**config.mk**
```make
export PLATFORM = sky130hd
export DESIGN_NAME = wb_rf_write_arbiter
export DESIGN_NICKNAME = d
export VERILOG_FILES = /design/src/rtl/wb_rf_write_arbiter.sv
export SDC_FILE = /design/constraint.sdc
export NUM_CORES = 1
export LEC_CHECK = 0
export CELL_PAD_IN_SITES_DETAIL_PLACEMENT = 1
export CELL_PAD_IN_SITES_GLOBAL_PLACEMENT = 1
export CORE_MARGIN = 4
export CORE_UTILIZATION = 28
export CTS_CLUSTER_DIAMETER = 40
export DETAILED_ROUTE_END_ITERATION = 8
export PLACE_DENSITY_LB_ADDON = 0.25
export SETUP_SLACK_MARGIN = 0.3
export SYNTH_ARGS = -nofsm -noshare
export SYNTH_HDL_FRONTEND = slang
export SYNTH_SLANG_ARGS = --single-unit
```
**constraint.sdc**
```tcl
create_clock -name aclk -period 4.9 [get_ports aclk]
set_clock_uncertainty 0.05 [all_clocks]
set_input_delay 1.225 -clock aclk [delete_from_list [all_inputs] [get_ports aclk]]
set_output_delay 1.225 -clock aclk [all_outputs]
set_load 0.03 [all_outputs]
```
**src/rtl/wb_rf_write_arbiter.sv**
```systemverilog
// Register-file write-port arbiter: in-order WB writes win, a one-entry holding register
// parks secondary-unit results. Define WB_ARB_PERF_EN to build the force/drop counters.
module wb_rf_write_arbiter #(
  parameter int ADDR_W       = 7,
  parameter int DATA_W       = 32,
  parameter int STARVE_LIMIT = 4
) (
  input  logic              aclk,
  input  logic              aresetn,
  input  logic              wb_regwrite,
  input  logic              wb_cancel,
  input  logic [ADDR_W-1:0] wb_addr,
  input  logic [DATA_W-1:0] wb_data,
  input  logic              sec_valid,
  output logic              sec_ready,
  input  logic [ADDR_W-1:0] sec_addr,
  input  logic [DATA_W-1:0] sec_data,
  output logic              rf_we,
  output logic [ADDR_W-1:0] rf_waddr,
  output logic [DATA_W-1:0] rf_wdata,
  output logic              stall_req,
  output logic              pend_valid,
  output logic [ADDR_W-1:0] pend_addr,
  output logic [31:0]       perf_force,
  output logic [31:0]       perf_drop
);

  localparam int CNT_W = $clog2(STARVE_LIMIT + 1);

  typedef enum logic [1:0] {IDLE, PEND, FORCE} state_t;

  state_t            state;
  logic [ADDR_W-1:0] pend_addr_q;
  logic [DATA_W-1:0] pend_data_q;
  logic [CNT_W-1:0]  wait_cnt;

  logic pipe_w;
  logic pend_hit;
  logic sec_accept;
  logic idle_drop;
  logic starve;

  assign pipe_w     = wb_regwrite & ~wb_cancel & (wb_addr != '0);
  assign pend_hit   = pipe_w & (wb_addr == pend_addr_q);
  assign sec_accept = sec_valid & sec_ready & (state == IDLE);
  // A same-cycle pipe write to the same register is younger, so the secondary result is stale.
  assign idle_drop  = (sec_addr == '0) | (pipe_w & (wb_addr == sec_addr));
  assign starve     = (int'(wait_cnt) + 1 >= STARVE_LIMIT - 1);

  assign pend_addr  = pend_addr_q;

  // Port mux is combinational so pipeline writes land with zero latency.
  always_comb begin
    // NOTE: every output gets a default first so no path leaves it unassigned (no latch).
    rf_we    = 1'b0;
    rf_waddr = wb_addr;
    rf_wdata = wb_data;
    unique case (state)
      IDLE: rf_we = pipe_w;
      PEND: begin
        if (pipe_w) begin
          rf_we = 1'b1;
        end else begin
          rf_we    = 1'b1;
          rf_waddr = pend_addr_q;
          rf_wdata = pend_data_q;
        end
      end
      FORCE: begin
        rf_we    = ~pend_hit;
        rf_waddr = pend_addr_q;
        rf_wdata = pend_data_q;
      end
      default: rf_we = 1'b0;
    endcase
  end

  // NOTE: non-blocking assignments for all sequential state so every register samples
  // the pre-edge values regardless of statement order.
  always_ff @(posedge aclk or negedge aresetn) begin
    if (!aresetn) begin
      state       <= IDLE;
      pend_valid  <= 1'b0;
      pend_addr_q <= '0;
      wait_cnt    <= '0;
      stall_req   <= 1'b0;
      sec_ready   <= 1'b0;
    end else begin
      unique case (state)
        IDLE: begin
          if (sec_accept && !idle_drop) begin
            state       <= PEND;
            pend_valid  <= 1'b1;
            pend_addr_q <= sec_addr;
            wait_cnt    <= '0;
            sec_ready   <= 1'b0;
          end else begin
            sec_ready   <= 1'b1;
          end
        end
        PEND: begin
          if (pend_hit) begin
            state      <= IDLE;
            pend_valid <= 1'b0;
            sec_ready  <= 1'b1;
          end else if (pipe_w) begin
            wait_cnt <= wait_cnt + 1'b1;
            if (starve) begin
              state     <= FORCE;
              stall_req <= 1'b1;
            end
          end else begin
            state      <= IDLE;
            pend_valid <= 1'b0;
            sec_ready  <= 1'b1;
          end
        end
        FORCE: begin
          state      <= IDLE;
          stall_req  <= 1'b0;
          pend_valid <= 1'b0;
          sec_ready  <= 1'b1;
        end
        default: begin
          state      <= IDLE;
          stall_req  <= 1'b0;
          pend_valid <= 1'b0;
          sec_ready  <= 1'b0;
        end
      endcase
    end
  end

  // NOTE: the held data is pure payload qualified by pend_valid, so it carries no reset.
  always_ff @(posedge aclk) begin
    if (sec_accept && !idle_drop) pend_data_q <= sec_data;
  end

`ifdef WB_ARB_PERF_EN
  logic        force_evt;
  logic        drop_evt;
  logic [31:0] force_cnt;
  logic [31:0] drop_cnt;

  assign force_evt = (state == PEND) & pipe_w & ~pend_hit & starve;
  assign drop_evt  = (sec_accept & idle_drop) | ((state != IDLE) & pend_hit);

  always_ff @(posedge aclk or negedge aresetn) begin
    if (!aresetn) begin
      force_cnt <= '0;
      drop_cnt  <= '0;
    end else begin
      if (force_evt) force_cnt <= force_cnt + 32'd1;
      if (drop_evt)  drop_cnt  <= drop_cnt + 32'd1;
    end
  end

  assign perf_force = force_cnt;
  assign perf_drop  = drop_cnt;
`else
  assign perf_force = '0;
  assign perf_drop  = '0;
`endif

endmodule

```
### Yosys cells after proc, flatten, opt, wreduce, memory -nomap -nowiden

Index checks and enable logic that the tools add are counted.

* register bits: 47

* add/sub/neg operators: 2
* magnitude comparators: 1
* equality and inequality tests: 10
* muxes and demuxes: 26
* bitwise gates (word level): 10
* reductions and logical operators: 11

Operator list (count)
* 32-bit one-hot mux with 2 select lines: 1
* 32-bit two-way mux: 1
* 7-bit equality test: 2
* 7-bit one-hot mux with 2 select lines: 1
* 1-bit two-way mux: 9
* 3-bit two-way mux: 3
* 2-bit two-way mux: 4
* 4-bit AND reduction: 2
* 7-bit zero test: 1
* 7-bit two-way mux: 1
* 7-bit nonzero test: 1
* 1-bit bitwise AND: 6
* 2-bit inequality test (second input constant): 3
* 1-bit one-hot mux with 3 select lines: 2
* 3-bit one-hot mux with 2 select lines: 1
* 2-bit AND reduction: 3
* 3-bit by 1-bit adder with 4-bit output (second input constant): 1
* 4-bit by 2-bit greater-or-equal comparator with 1-bit output (second input constant): 1
* 4-bit inequality test (second input constant): 1
* 1-bit one-hot mux with 2 select lines: 2
* 2-bit one-hot mux with 2 select lines: 1
* 3-bit by 1-bit adder with 3-bit output (second input constant): 1
* 3-bit inequality test (second input constant): 1
* 1-bit inverter: 3
* 8 further kinds: 8

### Longest topological paths before layout

* depth in word-level cells: 9
* mapped depth: 8
* gate-level depth less buffers: 7

### Worst setup path before layout

No wires, ideal clock.

* path kind: input-to-output
* start: input wb_addr[2]
* end: output rf_waddr[1]
* data arrival time: 2639 ps
* path slack: 986 ps
* stages: 7
* buffers on the path: 2
* path through: nor4_1 > a21oi_2 > nor2b_1 > o21a_1 > buf_2 > buf_2 > a22o_1

* longest elaborated chain between the ends: 4

RTL lines
* start, declared: line 12 `input logic [ADDR_W-1:0] wb_addr,`
* 7-bit nonzero test: line 43 `assign pipe_w = wb_regwrite & ~wb_cancel & (wb_addr != '0);`
* 1-bit bitwise AND: line 43
* 7-bit two-way mux: line 61 `if (pipe_w) begin`
* 7-bit one-hot mux with 2 select lines: line 58 `unique case (state)`
* end, declared: line 19 `output logic [ADDR_W-1:0] rf_waddr,`

No other way between the ends.

### Worst setup path in the final report

* start: input wb_addr[1]
* end: output rf_wdata[4]

* longest elaborated chain between the ends: 4

RTL lines
* 7-bit nonzero test: line 43
* 1-bit bitwise AND: line 43
* 32-bit two-way mux: line 61
* 32-bit one-hot mux with 2 select lines: line 58
* end, declared: line 20 `output logic [DATA_W-1:0] rf_wdata,`

No other way between the ends.

==> flow_summary.json <==
{
  "powerDensity_nw_per_um2": 611.8,
  "grt_use_total_pct": 14.04,
  "clkSlewWorstSetupHoldPaths_ns": 0.09,
  "min_period_over_period_pct": 91.55,
  "ys.warnings.count": 0,
  "gr-total-overflow": 0,
  "multiInputGateArea_sq_um": 1272,
  "period_needed_ns": 4.486,
  "ys_seq_elements": 47,
  "chipWidth_um": 109.9,
  "core-area_sq_um": 9955,
  "antenna_found_initial": 0,
  "slew_headroom_pct": 50.22,
  "place_congestion": 0.7688,
  "antennaDiodeCount": 0,
  "setup_viol": 0,
  "route.detailed.drc": 0,
  "power_frac_comb_pct": 65.7,
  "synth_area_leader_cell": "edfxtp_1",
  "ys.flop_type": "edfxtp_1",
  "path_class": "in2out",
  "timing.setup.tns_ns": 0,
  "wire_per_inst_um": 17.56,
  "cts.htree.levels": 2,
  "cts-root-buf": "clkbuf_8",
  "sequentialPowerShare_pct": 24.9,
  "rsz0062_at_grt": "false",
  "synth_cell_types": 44,
  "worst-slew-pin-transition_ns": 0.7443,
  "postCtsSetupRepairBufs": 0,
  "clkPwrFrac_pct": 9.4,
  "leakagePower_nw": 1.778,
  "max_cap_violations": 0,
  "dieArea_sq_um": 12080,
  "totalWireLength_um": 9150,
  "placed_area_sq_um": 4084,
  "ant_nets": 0,
  "grt_pass1_wl_um": 12960,
  "cp_max_fo": 19,
  "hold_viol_final": 0,
  "cts_buffers": 5,
  "grt_pass1_vias": 2422,
  "end_kind": "output pin",
  "portBuffers": 132,
  "fmax_mhz": 222.9,
  "synth_seq_area_share_pct": 45.94,
  "synthesis.area_sq_um": 2909,
  "dp_hpwl_um": 6959,
  "synth_edf_count": 32,
  "synth.area.top_cells": "edfxtp_1 (33%), buf_4 (17%), dfrtp_1 (13%)",
  "peakVddDrop_mv": 0.2389,
  "ioPinCount": 197,
  "maxSlewViolCount": 0,
  "stdcell_area_sq_um": 4219,
  "cts.path.max_buffers": 2,
  "die_y_um": 109.9,
  "vias": 2314,
  "ctsHoldBuffers": 0,
  "yosysMostFrequentCell": "buf_4",
  "internal-power_mw": 1.345,
  "status": "complete, no violations",
  "nets": 476,
  "cts.sinks": 47,
  "synthTopCellsByCount": "buf_4 (64), a22o_1 (40), edfxtp_1 (32), dfrtp_1 (15), nand2_1 (9)",
  "cp_data_arrival_time_ns": 3.21,
  "start_util_pct": 29.22,
  "synth_top_area_share_pct": 33.03,
  "insertion_delay_ns": 0.30,
  "cts_tree": "built",
  "crit_path_start_kind": "input pin",
  "async_flop_share_pct": 31.91,
  "drtIter0Drc": 109,
  "seqCellArea_sq_um": 1336,
  "first_pass_iters": 4,
  "syn_inst": 251,
  "netSwitchingPower_mw": 1.236,
  "grt_max_degree": 40,
  "sw_frac_of_total_pct": 47.90,
  "rows": 36,
  "viasPerCell": 4.441,
  "fillers": 1123,
  "area_growth_pct": 45.03,
  "cp_data_required_time_ns": 3.62,
  "avgSynthCellArea_sq_um": 11.59,
  "layout-drive-gt1-share_pct": 18.04,
  "hold_path_class": "reg2reg",
  "p_total_mw": 2.581
}
[state kept, by name, indices dropped and copies added (netlist names)]
| signal | count |
|---|---|
| pend_addr | 7 |
| wait_cnt | 3 |
| state | 2 |
| pend_data_q | 32 |
| stall_req | 1 |
| sec_ready | 1 |
| pend_valid | 1 |
[cell families after synthesis]
group	Yosys count	share of synthesized area, %
compound gates	70	20.43
xor+xnor	14	4.215
fa+ha+maj	6	2.581
buf+inv	78	18.71
flops	47	45.94
mux	7	2.968
other cells	1	0.1289
simple gates	28	5.033
[path summary, 6_finish.rpt]
check	depth (start not counted)	start	slack [ns]	end
setup / recovery	9	wb_addr[1]	0.41	rf_wdata[4]
hold / removal	1	pend_valid	0.47	pend_valid
setup reg to reg	7	state[0]	2.46	pend_addr[4]
hold reg to reg	1	pend_valid	0.47	pend_valid
max in group asynchronous	1	aresetn	3.02	wait_cnt[2]
min in group asynchronous	1	aresetn	1.31	pend_addr[0]
[critical path, stage by stage]
cell	delay [ns]
clkdlybuf4s50_1	0.58
nor3_1	0.10
a21oi_2	0.26
buf_4	0.18
nor2b_1	0.04
o21a_2	0.24
clkbuf_16	0.20
a22o_1	0.19
buf_4	0.17
[placed cells by master (no fill, tap or decap), drive strengths merged, types with 2 or more instances in the layout]
| cell | instances |
|---|---|
| clkdlybuf4s50 | 90 |
| conb | 64 |
| buf | 46 |
| a22o | 40 |
| edfxtp | 32 |
| dfrtp | 15 |
| nand2 | 9 |
| xnor2 | 7 |
| xor2 | 7 |
| mux2 | 7 |
| ha | 6 |
| a21oi | 6 |
| clkbuf | 6 |
| inv | 5 |
| nor2 | 4 |
| o21ai | 4 |
| nor2b | 3 |
| o22ai | 3 |
| o21a | 3 |
| a21o | 3 |
| nor4 | 2 |
| nor3 | 2 |
| nand3 | 2 |
| a21boi | 2 |
| dlymetal6s2s | 2 |
| a31oi | 2 |
| clkinv | 2 |
[timing repair]
action | in CTS | in global routing
setup endpoints to repair | 7 | 39
cloned | 0 | 1
pin swaps | 0 | 1
gates resized for setup | 2 | 7
[metal layers]
| layer | global-route usage [%] | up-vias | part of all wire, % |
|---|---|---|---|
| met5 | 0 | - | 0 |
| met4 | 3.829 | 0 | 1.1 |
| met3 | 6.753 | 7 | 13 |
| met2 | 23.35 | 145 | 48 |
| met1 | 16.05 | 1099 | 38 |
| li1 | - | 1063 | - |
[power groups by stage]
| stage | sequential [mW] | combinational, mW | clock (mW) |
|---|---|---|---|
| floorplan | 0.712 | 1.01 | 0 |
| global placement | 0.646 | 1.66 | 0 |
| detailed placement | 0.652 | 1.67 | 0 |
| CTS | 0.644 | 1.68 | 0.254 |
| global route | 0.659 | 1.81 | 0.268 |
| finish | 0.642 | 1.70 | 0.243 |
[stage by stage]
stage / util (%) / setup slack, ns / std cells / hold WS, ns
4_1_cts: 41.92 / 0.3011 / 520 / 0.4859
5_1_grt: 42.38 / 0.2939 / 521 / 0.5017
3_5_place_dp: 41.03 / 0.2034 / 512 / 0.4692
2_1_floorplan: - / 0.9858 / 314 / 0.4668
3_3_place_gp: 41.03 / 0.2264 / 512 / 0.4523
6_report: 42.38 / 0.4139 / 521 / 0.4735
[final cells by class]
class / count / share of cell area, %
clock buffers: 5 / 1.631
clock inverters: 3 / 0.4152
inverters: 4 / 0.3559
multi-input cells: 189 / 30.16
flip-flops and latches: 47 / 31.67
well taps: 133 / 3.944
repair buffers: 140 / 31.82
No activity file was read; power rests on OpenSTA's default activity.
